**src/rtl/filter_pkg.sv**
```systemverilog
// Shared types and widths for the 7-tap filter coefficient/sample sequencer.
package filter_pkg;

    typedef enum logic [2:0] {
        RUN,
        DRAIN,
        LOAD,
        FLUSH,
        DONE
    } state_e;

    localparam int unsigned COEF_W    = 8;
    localparam int unsigned SAMP_W    = 8;
    localparam int unsigned ADDR_W    = 3;
    localparam int unsigned NTAPS_MAX = 7;

endpackage

```
**src/rtl/filter_cfg_ctrl.sv**
```systemverilog
// Input-side sequencer for the filter: passes samples, and on reload stalls,
// drains, writes NTAPS coefficients in address order, then optionally flushes.
module filter_cfg_ctrl
    import filter_pkg::*;
#(
    parameter int unsigned NTAPS      = 7,
    parameter int unsigned FILTER_LAT = 2,
    parameter int unsigned FLUSH_EN   = 1
) (
    input  logic              clock,
    input  logic              rst_n,
    input  logic              cfg_start,
    input  logic              cfg_valid,
    input  logic [COEF_W-1:0] cfg_data,
    output logic              cfg_ready,
    input  logic              s_valid,
    input  logic [SAMP_W-1:0] s_data,
    output logic              s_ready,
    output logic              x_valid,
    output logic [SAMP_W-1:0] x,
    output logic              b_valid,
    output logic [COEF_W-1:0] b,
    output logic [ADDR_W-1:0] addr,
    output logic              busy,
    output logic              cfg_done,
    output logic              cfg_err
);

    localparam int unsigned DRAIN_W = (FILTER_LAT == 0) ? 1 : $clog2(FILTER_LAT + 1);
    // One down-counter serves both DRAIN and FLUSH, so it must fit either load value.
    localparam int unsigned CNT_W   = (DRAIN_W > 3) ? DRAIN_W : 3;

    localparam logic [CNT_W-1:0]  DRAIN_LD  = CNT_W'(FILTER_LAT);
    localparam logic [CNT_W-1:0]  FLUSH_LD  = CNT_W'(NTAPS);
    localparam logic [CNT_W-1:0]  CNT_ONE   = CNT_W'(1);
    localparam logic [ADDR_W-1:0] LAST_IDX  = ADDR_W'(NTAPS - 1);
    localparam state_e            LOAD_NXT  = (FLUSH_EN != 0) ? FLUSH : DONE;

    state_e              state_q, state_d;
    logic [CNT_W-1:0]    cnt_q, cnt_d;
    logic [ADDR_W-1:0]   idx_q, idx_d;
    logic                x_valid_q, x_valid_d;
    logic [SAMP_W-1:0]   x_q, x_d;
    logic                b_valid_q, b_valid_d;
    logic [COEF_W-1:0]   b_q, b_d;
    logic [ADDR_W-1:0]   addr_q, addr_d;
    logic                err_q, err_d;

    always_ff @(posedge clock or negedge rst_n) begin
        if (!rst_n) begin
            state_q   <= RUN;
            cnt_q     <= '0;
            idx_q     <= '0;
            x_valid_q <= 1'b0;
            x_q       <= '0;
            b_valid_q <= 1'b0;
            b_q       <= '0;
            addr_q    <= '0;
            err_q     <= 1'b0;
        end else begin
            state_q   <= state_d;
            cnt_q     <= cnt_d;
            idx_q     <= idx_d;
            x_valid_q <= x_valid_d;
            x_q       <= x_d;
            b_valid_q <= b_valid_d;
            b_q       <= b_d;
            addr_q    <= addr_d;
            err_q     <= err_d;
        end
    end

    always_comb begin
        state_d   = state_q;
        cnt_d     = cnt_q;
        idx_d     = idx_q;
        x_valid_d = 1'b0;
        x_d       = x_q;
        b_valid_d = 1'b0;
        b_d       = b_q;
        addr_d    = addr_q;
        err_d     = cfg_start && (state_q != RUN);
        s_ready   = 1'b0;
        cfg_ready = 1'b0;
        busy      = (state_q != RUN);
        cfg_done  = 1'b0;

        case (state_q)
            RUN: begin
                // cfg_start wins over a sample offered in the same cycle.
                s_ready = !cfg_start;
                if (cfg_start) begin
                    idx_d = '0;
                    if (FILTER_LAT == 0) begin
                        state_d = LOAD;
                    end else begin
                        state_d = DRAIN;
                        cnt_d   = DRAIN_LD;
                    end
                end else if (s_valid) begin
                    x_valid_d = 1'b1;
                    x_d       = s_data;
                end
            end
            DRAIN: begin
                if (cnt_q == CNT_ONE) begin
                    state_d = LOAD;
                end else begin
                    cnt_d = cnt_q - CNT_ONE;
                end
            end
            LOAD: begin
                cfg_ready = 1'b1;
                if (cfg_valid) begin
                    b_valid_d = 1'b1;
                    b_d       = cfg_data;
                    addr_d    = idx_q;
                    idx_d     = idx_q + ADDR_W'(1);
                    if (idx_q == LAST_IDX) begin
                        state_d = LOAD_NXT;
                        cnt_d   = FLUSH_LD;
                        idx_d   = '0;
                    end
                end
            end
            FLUSH: begin
                x_valid_d = 1'b1;
                x_d       = '0;
                if (cnt_q == CNT_ONE) begin
                    state_d = DONE;
                end else begin
                    cnt_d = cnt_q - CNT_ONE;
                end
            end
            DONE: begin
                cfg_done = 1'b1;
                state_d  = RUN;
            end
            default: begin
                state_d = RUN;
            end
        endcase
    end

    assign x_valid = x_valid_q;
    assign x       = x_q;
    assign b_valid = b_valid_q;
    assign b       = b_q;
    assign addr    = addr_q;
    assign cfg_err = err_q;

endmodule
```
**config.mk**
```make
export PLATFORM = sky130hd
export DESIGN_NAME = filter_cfg_ctrl
export DESIGN_NICKNAME = d
export VERILOG_FILES = /design/src/rtl/filter_pkg.sv /design/src/rtl/filter_cfg_ctrl.sv
export SDC_FILE = /design/constraint.sdc
export NUM_CORES = 1
export LEC_CHECK = 0
export ABC_AREA = 0
export CAP_MARGIN = 30
export CORE_ASPECT_RATIO = 0.5
export CORE_MARGIN = 2
export CORE_UTILIZATION = 47
export DETAILED_ROUTE_END_ITERATION = 6
export HOLD_SLACK_MARGIN = 0.06
export PLACE_DENSITY = 0.8
export SYNTH_ARGS = -nofsm -noshare
export SYNTH_HDL_FRONTEND = slang
export SYNTH_SLANG_ARGS = --single-unit
```
**constraint.sdc**
```tcl
create_clock -name clock -period 3.78 [get_ports clock]
set_input_delay 0.567 -clock clock [delete_from_list [all_inputs] [get_ports clock]]
set_output_delay 0.567 -clock clock [all_outputs]
set_load 0.01 [all_outputs]
```
==> flow_metrics.py, run 1 <==
metrics = {
    "floorplan": {
        "rows": 13,
        "die_w_um": 79.6,
        "start_util_pct": 50.7,
        "core_um2": 2650,
        "dieArea_um2": 3330,
        "io_pins": 47,
        "die_h_um": 41.8,
    },
    "sta": {
        "grt_setup_unrepaired": "no",
        "setup_tns_ps": 0,
        "period_share_pct": 65.5,
        "setup_violations": 0,
        "fin_worst_skew_ps": 6.14,
        "fin_crit_ps": 2480,
        "final-hold-violation-count": 0,
        "maxSlewViolCount": 0,
        "relSlewSlack_pct": 49.4,
        "layout_setup_ws_ps": 1300,
        "holdWs_ps": 478,
        "worst_pin_slew_ps": 758,
        "fmax_mhz": 404,
    },
    "pwr": {
        "clkPwrFrac_pct": 16.2,
        "p_total_mw": 1.50,
        "internal_power_uw": 990,
        "switching_power_uw": 514,
        "combinationalPowerShare_pct": 45.2,
        "seq_power_share_pct": 38.6,
        "ir_drop_mv": 0.413,
        "swShare_pct": 34.2,
        "power_density_nw_per_um2": 788,
        "p_leak_nw": 0.865,
    },
    "drt": {
        "vias": 1015,
        "drt_first_pass_iters": 4,
        "viasPerCell": 4.93,
        "ant_nets": 0,
        "drtIter0Drc": 65,
        "drc": 0,
        "drt-total-wl_um": 2810,
        "routedWlPerCell_um": 13.6,
    },
    "synth": {
        "netlist_top_cells_area": "dfrtp_1, mux2_2, nand2_1, o21ai_0, mux2_4",
        "synth_seq_area_share_pct": 57.7,
        "yosysMostFrequentCell": "dfrtp_1",
        "syn-num-nets": 142,
        "async_reset_ff_share_pct": 100,
        "synthCells": 119,
        "synth_ff_type": "dfrtp_1",
        "synth_area_um2": 1340,
        "avgSynthCellArea_um2": 11.3,
        "synth-edff-count": 0,
        "synth_top_area_share_pct": 57.7,
        "synth_cell_types": 31,
        "synth.largest_area_cell": "dfrtp_1",
        "synth_commonest_cells": "dfrtp_1, nand2_1, mux2_2, o21ai_0, inv_1",
        "ys_warn_count": 0,
        "yosys_register_bits": 31,
    },
    "min_path": {
        "hold_class": "reg -> reg",
        "hp-start": "x[2]$_DFFE_PN0P_",
        "hold_depth": 2,
    },
    "final_layout": {
        "final_area_um2": 1910,
        "final_util_pct": 72.0,
        "fillers": 193,
        "area_growth_pct": 42.0,
        "n_antenna_cell": 0,
        "finalNonFillerCells": 206,
        "nets": 191,
        "drive_gt1_share_pct": 12.4,
    },
    "placed_design": {
        "dp_cells": 198,
        "gp_congestion": 0.754,
        "io_buffers": 46,
        "dp_slack_ps": 1330,
        "dpl-instance-area_um2": 1830,
        "dp_hpwl_um": 2070,
    },
    "grt": {
        "grt_pass1_wl_um": 4600,
        "grtUsageTotal_pct": 18.7,
        "grtUsageMet1_pct": 22.1,
        "grt_pass1_vias": 997,
        "busiest_layer": "met2",
        "antenna_found_initial": 0,
        "gr-total-overflow": 0,
        "grt_max_degree": 32,
        "met3_usage_pct": 6.74,
        "met2_usage_pct": 31.9,
    },
    "status": {
        "status": "finished clean",
    },
    "clocking": {
        "htreeDepth": 2,
        "cts.repair.resized": 0,
        "numCtsBuffers": 5,
        "post_cts_buffers": 0,
        "clk_latency_ps": 280,
        "cts.path.max_buffers": 2,
        "ctsHoldBuffers": 0,
        "cts_tree": "built",
        "cts-root-buf": "clkbuf_8",
        "clk_pin_slew_ps": 60,
        "cts_sinks": 31,
    },
    "worst_setup_path": {
        "path_cells": "or3b_1 -> inv_1 -> clkdlybuf4s50_1",
        "worst-setup-path-type": "reg -> out",
        "r2r_start": "cnt_q[1]$_DFFE_PN0P_",
        "cp_data_required_time_ps": 3210,
        "crit_slowest_cell": "dfrtp_1",
        "crit_start": "state_q[1]$_DFFE_PN0P_",
        "slowest_delay_ps": 530,
        "end_kind": "primary output",
        "crit_path_start_kind": "flip-flop",
        "crit_arrival_ps": 1910,
        "critical_path.max_fanout": 10,
        "reg2reg_depth": 5,
    },
    "job": {
        "max-cap-violations": 0,
    },
}
## routing by layer
layer	share of wire [%]	vias up	wire (um)
met1	43	483	1210
li1	-	501	-
met4	0.96	0	27
met2	51	26	1440
met3	4.3	5	122
met5	0	-	0
## area by class of cell
cell class | instances | area (um^2) | area share (%)
timing repair buffer | 47 | 468 | 24.5
multi-input combinational | 77 | 514 | 27.0
clock inverter | 1 | 5.00 | 0.262
sequential | 31 | 776 | 40.7
inverter | 6 | 22.5 | 1.18
clock buffer | 7 | 76.3 | 4.00
tap | 37 | 46.3 | 2.43
## state kept, by name (all words and copies together), names as in the netlist
| name | flops |
|---|---|
| addr | 3 |
| b | 8 |
| b_valid | 1 |
| cfg_err | 1 |
| cnt_q | 3 |
| idx_q | 3 |
| state_q | 3 |
| x | 8 |
| x_valid | 1 |
## kinds of logic (layout without fill, tap and decap cells)
family | Yosys count | count (layout) | share of synthesized area (%)
and+or+nand+nor | 40 | 40 | 14.7
buffers and inverters | 11 | 61 | 4.00
DFF | 31 | 31 | 57.7
AOI/OAI and AO/OA | 19 | 19 | 8.19
adders and majority gates | 2 | 2 | 1.86
muxes | 14 | 14 | 12.2
xor gates and xnor gates | 2 | 2 | 1.30
## final timing paths
check | end | slack (ps)
worst max register to register | cnt_q[1]$_DFFE_PN0P_ | 1860
worst max-delay path | cfg_ready | 1300
min in group asynchronous | idx_q[2]$_DFFE_PN0P_ | 670
worst min register to register | x[2]$_DFFE_PN0P_ | 480
worst min-delay path | x[2]$_DFFE_PN0P_ | 480
max in group asynchronous | b_valid$_DFF_PN0_ | 2830
## critical path: cells and delay by family (launching register included)
kind	cells	cell delay, ps
buffers and inverters	2	630
flip-flops	1	530
AND/OR/NAND/NOR	1	470
## placed cells by master (no fill, tap or decap), types with 2 or more instances in the layout
master	netlist	layout
clkdlybuf4s50_1	0	46
dfrtp_1	31	31
nand2_1	20	20
mux2_2	11	11
o21ai_0	10	10
inv_1	6	6
nor2_1	5	5
clkbuf_8	0	5
and2_1	3	3
a21oi_1	3	3
xnor2_1	2	2
mux2_4	2	2
nand3_1	2	2
ha_1	2	2
clkbuf_1	0	2
## power groups by stage
| stage | Clock (mW) | Combinational (mW) | Sequential [mW] |
|---|---|---|---|
| finish | 0.244 | 0.680 | 0.580 |
| global route | 0.266 | 0.749 | 0.602 |
| floorplan | 0 | 0.369 | 0.594 |
| global placement | 0 | 0.657 | 0.574 |
| CTS | 0.248 | 0.691 | 0.580 |
| detailed placement | 0 | 0.690 | 0.582 |
No activity file was read; power rests on OpenSTA's default activity.
==> run 2: changes to the inputs <==
--- a/config.mk
+++ b/config.mk
@@ -9,10 +9,10 @@
 export CAP_MARGIN = 30
 export CORE_ASPECT_RATIO = 0.5
 export CORE_MARGIN = 2
-export CORE_UTILIZATION = 47
+export CORE_UTILIZATION = 44
 export DETAILED_ROUTE_END_ITERATION = 6
 export HOLD_SLACK_MARGIN = 0.06
-export PLACE_DENSITY = 0.8
+export PLACE_DENSITY = 0.75
 export SYNTH_ARGS = -nofsm -noshare
 export SYNTH_HDL_FRONTEND = slang
 export SYNTH_SLANG_ARGS = --single-unit
==> constraint.sdc (replaced) <==
create_clock -name clock -period 2.5 [get_ports clock]
set_input_delay 0.375 -clock clock [delete_from_list [all_inputs] [get_ports clock]]
set_output_delay 0.375 -clock clock [all_outputs]
set_load 0.01 [all_outputs]
==> run 2 against run 1 <==
  * Global-route usage down 0.86 points
  * Die area up 6.3%
  * Clock power is 72% higher
==> flow_metrics.py, run 2 (synthesized netlist as in run 1, its figures left out) <==
metrics = {
    "worst_setup_path": {
        "crit_arrival_ps": 1900,
        "worst-setup-path-type": "reg -> out",
        "crit_path_start_kind": "flip-flop",
        "critical_path.max_fanout": 10,
        "path_cells": "or3b_1 -> inv_1 -> clkdlybuf4s50_1",
        "slowest_delay_ps": 530,
        "cp_data_required_time_ps": 2120,
        "end_kind": "primary output",
        "crit_slowest_cell": "dfrtp_1",
    },
    "grt": {
        "grt_pass1_vias": 986,
        "grtUsageTotal_pct": 17.9,
        "gr-total-overflow": 0,
        "grt_pass1_wl_um": 4540,
        "grt_max_degree": 32,
        "antenna_found_initial": 0,
    },
    "floorplan": {
        "dieArea_um2": 3540,
        "die_w_um": 82.2,
        "die_h_um": 43.1,
        "rows": 14,
        "core_um2": 2960,
        "io_pins": 47,
        "start_util_pct": 45.4,
    },
    "drt": {
        "routedWlPerCell_um": 12.4,
        "drtIter0Drc": 27,
        "ant_nets": 0,
        "drc": 0,
        "drt_first_pass_iters": 4,
        "drt-total-wl_um": 2610,
        "viasPerCell": 4.67,
        "vias": 981,
    },
    "clocking": {
        "post_cts_buffers": 0,
        "numCtsBuffers": 5,
        "cts_sinks": 31,
        "cts_tree": "built",
        "cts.path.max_buffers": 2,
        "cts-root-buf": "clkbuf_8",
        "htreeDepth": 2,
        "cts.repair.resized": 0,
        "ctsHoldBuffers": 0,
        "clk_pin_slew_ps": 60,
        "clk_latency_ps": 270,
    },
    "status": {
        "status": "finished clean",
    },
    "placed_design": {
        "io_buffers": 46,
        "gp_congestion": 0.765,
        "dp_hpwl_um": 1910,
    },
    "final_layout": {
        "final_cell_mix": "clkdlybuf4s50_1, dfrtp_1, nand2_1",
        "final_util_pct": 65.5,
        "fillers": 234,
        "final-seq-area_um2": 776,
        "layout_commonest_cell": "clkdlybuf4s50_1",
        "n_antenna_cell": 0,
        "drive_gt1_share_pct": 13.5,
        "multiInputGateArea_um2": 514,
        "area_growth_pct": 44.2,
        "nets": 192,
    },
    "sta": {
        "fmax_mhz": 440,
        "period_share_pct": 90.9,
        "maxSlewViolCount": 0,
        "holdWs_ps": 477,
        "grt_setup_unrepaired": "no",
        "setup_tns_ps": 0,
        "relSlewSlack_pct": 72.2,
        "fin_worst_skew_ps": 2.76,
        "setup_violations": 0,
        "worst_pin_slew_ps": 417,
        "fin_crit_ps": 2270,
        "final-hold-violation-count": 0,
    },
    "job": {
        "max-cap-violations": 0,
    },
    "min_path": {
        "hold_class": "reg -> reg",
    },
    "pwr": {
        "p_leak_nw": 0.880,
        "ir_drop_mv": 0.509,
        "p_total_mw": 2.31,
        "power_density_nw_per_um2": 1190,
    },
}
[run 2: changes by cell type in the layout (fill, tap and decap cells not counted), sizes merged]
cell | previous run | this run
clkinv | 1 | 0
clkbuf | 7 | 8
buf | 1 | 2
[run 2: cell type report]
type,instances,area share [%]
Inverter,6,1.16
Sequential cell,31,40.0
Tap cell,40,2.58
Clock buffer,8,5.16
Timing Repair Buffer,48,24.5
Multi-Input combinational cell,77,26.5
[run 2: power by group]
part	switching [mW]	leakage, nW	internal, mW
logic	0.429	0.440	0.592
registers	0.153	0.389	0.713
clock network	0.169	0.0515	0.251
[run 2: worst paths after layout]
kind	from	endpoint	slack, ps	depth (start not counted)
min in group asynchronous	rst_n	x[6]$_DFFE_PN0P_	490	2
worst min register to register	x[6]$_DFFE_PN0P_	x[6]$_DFFE_PN0P_	480	2
worst max-delay path	state_q[1]$_DFFE_PN0P_	cfg_ready	230	3
max in group asynchronous	rst_n	idx_q[1]$_DFFE_PN0P_	1730	2
worst min-delay path	x[6]$_DFFE_PN0P_	x[6]$_DFFE_PN0P_	480	2
worst max register to register	cnt_q[1]$_DFFE_PN0P_	cnt_q[1]$_DFFE_PN0P_	660	5
[run 2: metrics by stage]
stage	setup WS [ps]	cells	instance area, um^2
final	228	210	1940
after floorplan	750	119	1340
after global placement	321	202	1840
after CTS	217	210	1940
after detailed placement	289	202	1840
after global routing	109	210	1940
[run 2: worst max-delay path: cells and delay by family (launching register included)]
family,cells,cell delay (ps)
buffers and inverters,2,630
DFF,1,530
and+or+nand+nor,1,470
[run 2: routing by layer]
| layer | share of wire (%) | wire (um) | global-route usage (%) |
|---|---|---|---|
| met1 | 45 | 1180 | 22.3 |
| met2 | 49 | 1270 | 27.8 |
| met3 | 4.9 | 127 | 6.60 |
| met4 | 1.3 | 34 | 8.00 |
| met5 | 0 | 0 | 0 |
==> run 3: changes to the inputs <==
--- a/config.mk
+++ b/config.mk
@@ -13,6 +13,8 @@
 export DETAILED_ROUTE_END_ITERATION = 6
 export HOLD_SLACK_MARGIN = 0.06
 export PLACE_DENSITY = 0.75
+export RECOVER_POWER = 25
+export REMOVE_ABC_BUFFERS = 1
 export SYNTH_ARGS = -nofsm -noshare
 export SYNTH_HDL_FRONTEND = slang
 export SYNTH_SLANG_ARGS = --single-unit
==> run 3 against run 2 <==
  * Wire length grew 0.31%
  * Largest power group unchanged
  * The run now ends with capacitance limit, slew limit left
  * Cell area rose by 0.71%
  * Largest cell class unchanged
  * Combinational power about the same
  * Utilization is 0.46 points higher
  * Via count increased by 1.7%
==> flow_metrics.py, run 3 (synthesized netlist as in run 1, its figures left out) <==
metrics = {
    "floorplan": {
        "start_util_pct": 45.4,
        "die_w_um": 82.2,
        "dieArea_um2": 3540,
        "die_h_um": 43.1,
        "rows": 14,
        "io_pins": 47,
        "core_um2": 2960,
    },
    "sta": {
        "setup_tns_ps": 0,
        "maxSlewViolCount": 32,
        "fmax_mhz": 432,
        "relSlewSlack_pct": -8.94,
        "grt_setup_unrepaired": "no",
        "setup_violations": 0,
        "worst_pin_slew_ps": 1630,
        "final-hold-violation-count": 0,
        "fin_crit_ps": 2320,
        "fin_worst_skew_ps": 3.38,
        "period_share_pct": 92.7,
    },
    "final_layout": {
        "drive_gt1_share_pct": 13.5,
        "nets": 192,
        "layout_commonest_cell": "clkdlybuf4s50_1",
        "fillers": 229,
        "n_antenna_cell": 0,
        "final_cell_mix": "clkdlybuf4s50_1, dfrtp_1, nand2_1",
        "area_growth_pct": 45.3,
        "final_util_pct": 65.9,
    },
    "pwr": {
        "ir_drop_mv": 0.579,
        "power_density_nw_per_um2": 1230,
        "p_leak_nw": 0.886,
    },
    "min_path": {
        "hold_depth": 2,
        "hold_class": "reg -> reg",
    },
    "clocking": {
        "post_cts_buffers": 0,
        "cts_tree": "built",
        "ctsHoldBuffers": 0,
        "clk_latency_ps": 280,
        "clk_pin_slew_ps": 70,
        "cts.repair.resized": 0,
        "numCtsBuffers": 5,
        "htreeDepth": 2,
        "cts.path.max_buffers": 2,
        "cts_sinks": 31,
        "cts-root-buf": "clkbuf_8",
    },
    "drt": {
        "vias": 998,
        "ant_nets": 0,
        "drc": 0,
        "drt-total-wl_um": 2620,
        "viasPerCell": 4.75,
        "drt_first_pass_iters": 4,
        "routedWlPerCell_um": 12.5,
        "drtIter0Drc": 19,
    },
    "placed_design": {
        "io_buffers": 46,
        "dp_hpwl_um": 1860,
        "gp_congestion": 0.768,
    },
    "worst_setup_path": {
        "crit_path_start_kind": "flip-flop",
        "end_kind": "primary output",
        "reg2reg_depth": 5,
        "crit_arrival_ps": 1940,
        "cp_data_required_time_ps": 2120,
        "worst-setup-path-type": "reg -> out",
        "critical_path.max_fanout": 10,
        "ff2ff_setup_slack_ps": 620,
    },
    "grt": {
        "grtUsageTotal_pct": 16.8,
        "gr-total-overflow": 0,
        "grt_pass1_vias": 938,
        "antenna_found_initial": 0,
        "grt_pass1_wl_um": 4240,
        "grt_max_degree": 32,
    },
    "status": {
        "status": "complete, but fails checks",
        "violations": "capacitance limit, slew limit",
    },
    "job": {
        "max-cap-violations": 1,
    },
}
-- run 3: worst paths after layout --
check                                       start              endpoint
setup reg to reg             cnt_q[1]$_DFFE_PN0P_  cnt_q[1]$_DFFE_PN0P_
hold reg to reg                  x[0]$_DFFE_PN0P_      x[0]$_DFFE_PN0P_
min in group asynchronous                   rst_n      x[7]$_DFFE_PN0P_
hold / removal                   x[0]$_DFFE_PN0P_      x[0]$_DFFE_PN0P_
max in group asynchronous                   rst_n      b[0]$_DFFE_PN0P_
setup / recovery           state_q[1]$_DFFE_PN0P_             cfg_ready
-- run 3: metal layers --
metal  vias up  part of all wire [%]  GRT usage [%]
met4         0                   1.6           8.00
met1       475                    46           19.3
met2        18                    49           27.6
met3         4                   3.7           6.38
met5         -                     0              0
li1        501                     -              -
-- run 3: power by group --
group / internal (mW) / switching (mW) / total (mW) / leakage (nW)
registers: 0.712 / 0.152 / 0.864 / 0.389
logic: 0.592 / 0.430 / 1.02 / 0.436
clock network: 0.322 / 0.183 / 0.505 / 0.0612
-- run 3: critical path, cell delays in order (launching register included) --
cell and delay, ps:
dfrtp_1 530, or3b_1 480, inv_1 110, clkdlybuf4s50_1 530
-- run 3: area by class of cell --
class                           instances  area, um^2  share of cell area, %
Sequential cell                        31         776                   39.7
Clock inverter                          2        35.0                   1.79
Clock buffer                            6        82.6                   4.23
Timing Repair Buffer                   48         472                   24.2
Multi-Input combinational cell         77         514                   26.3
Inverter                                6        22.5                   1.15
Tap cell                               40        50.0                   2.56
-- run 3: per-stage QoR --
step / hold slack, ps / power, mW / setup WS (ps) / area [um^2] / std cells
after floorplan: 79.4 / 1.41 / 749 / 1310 / 114
after global placement: 463 / 1.87 / 326 / 1840 / 202
after detailed placement: 470 / 1.91 / 268 / 1840 / 202
after CTS: 485 / 2.43 / 196 / 1960 / 210
after global routing: 508 / 2.56 / 96.3 / 1950 / 210
final: 478 / 2.39 / 184 / 1950 / 210
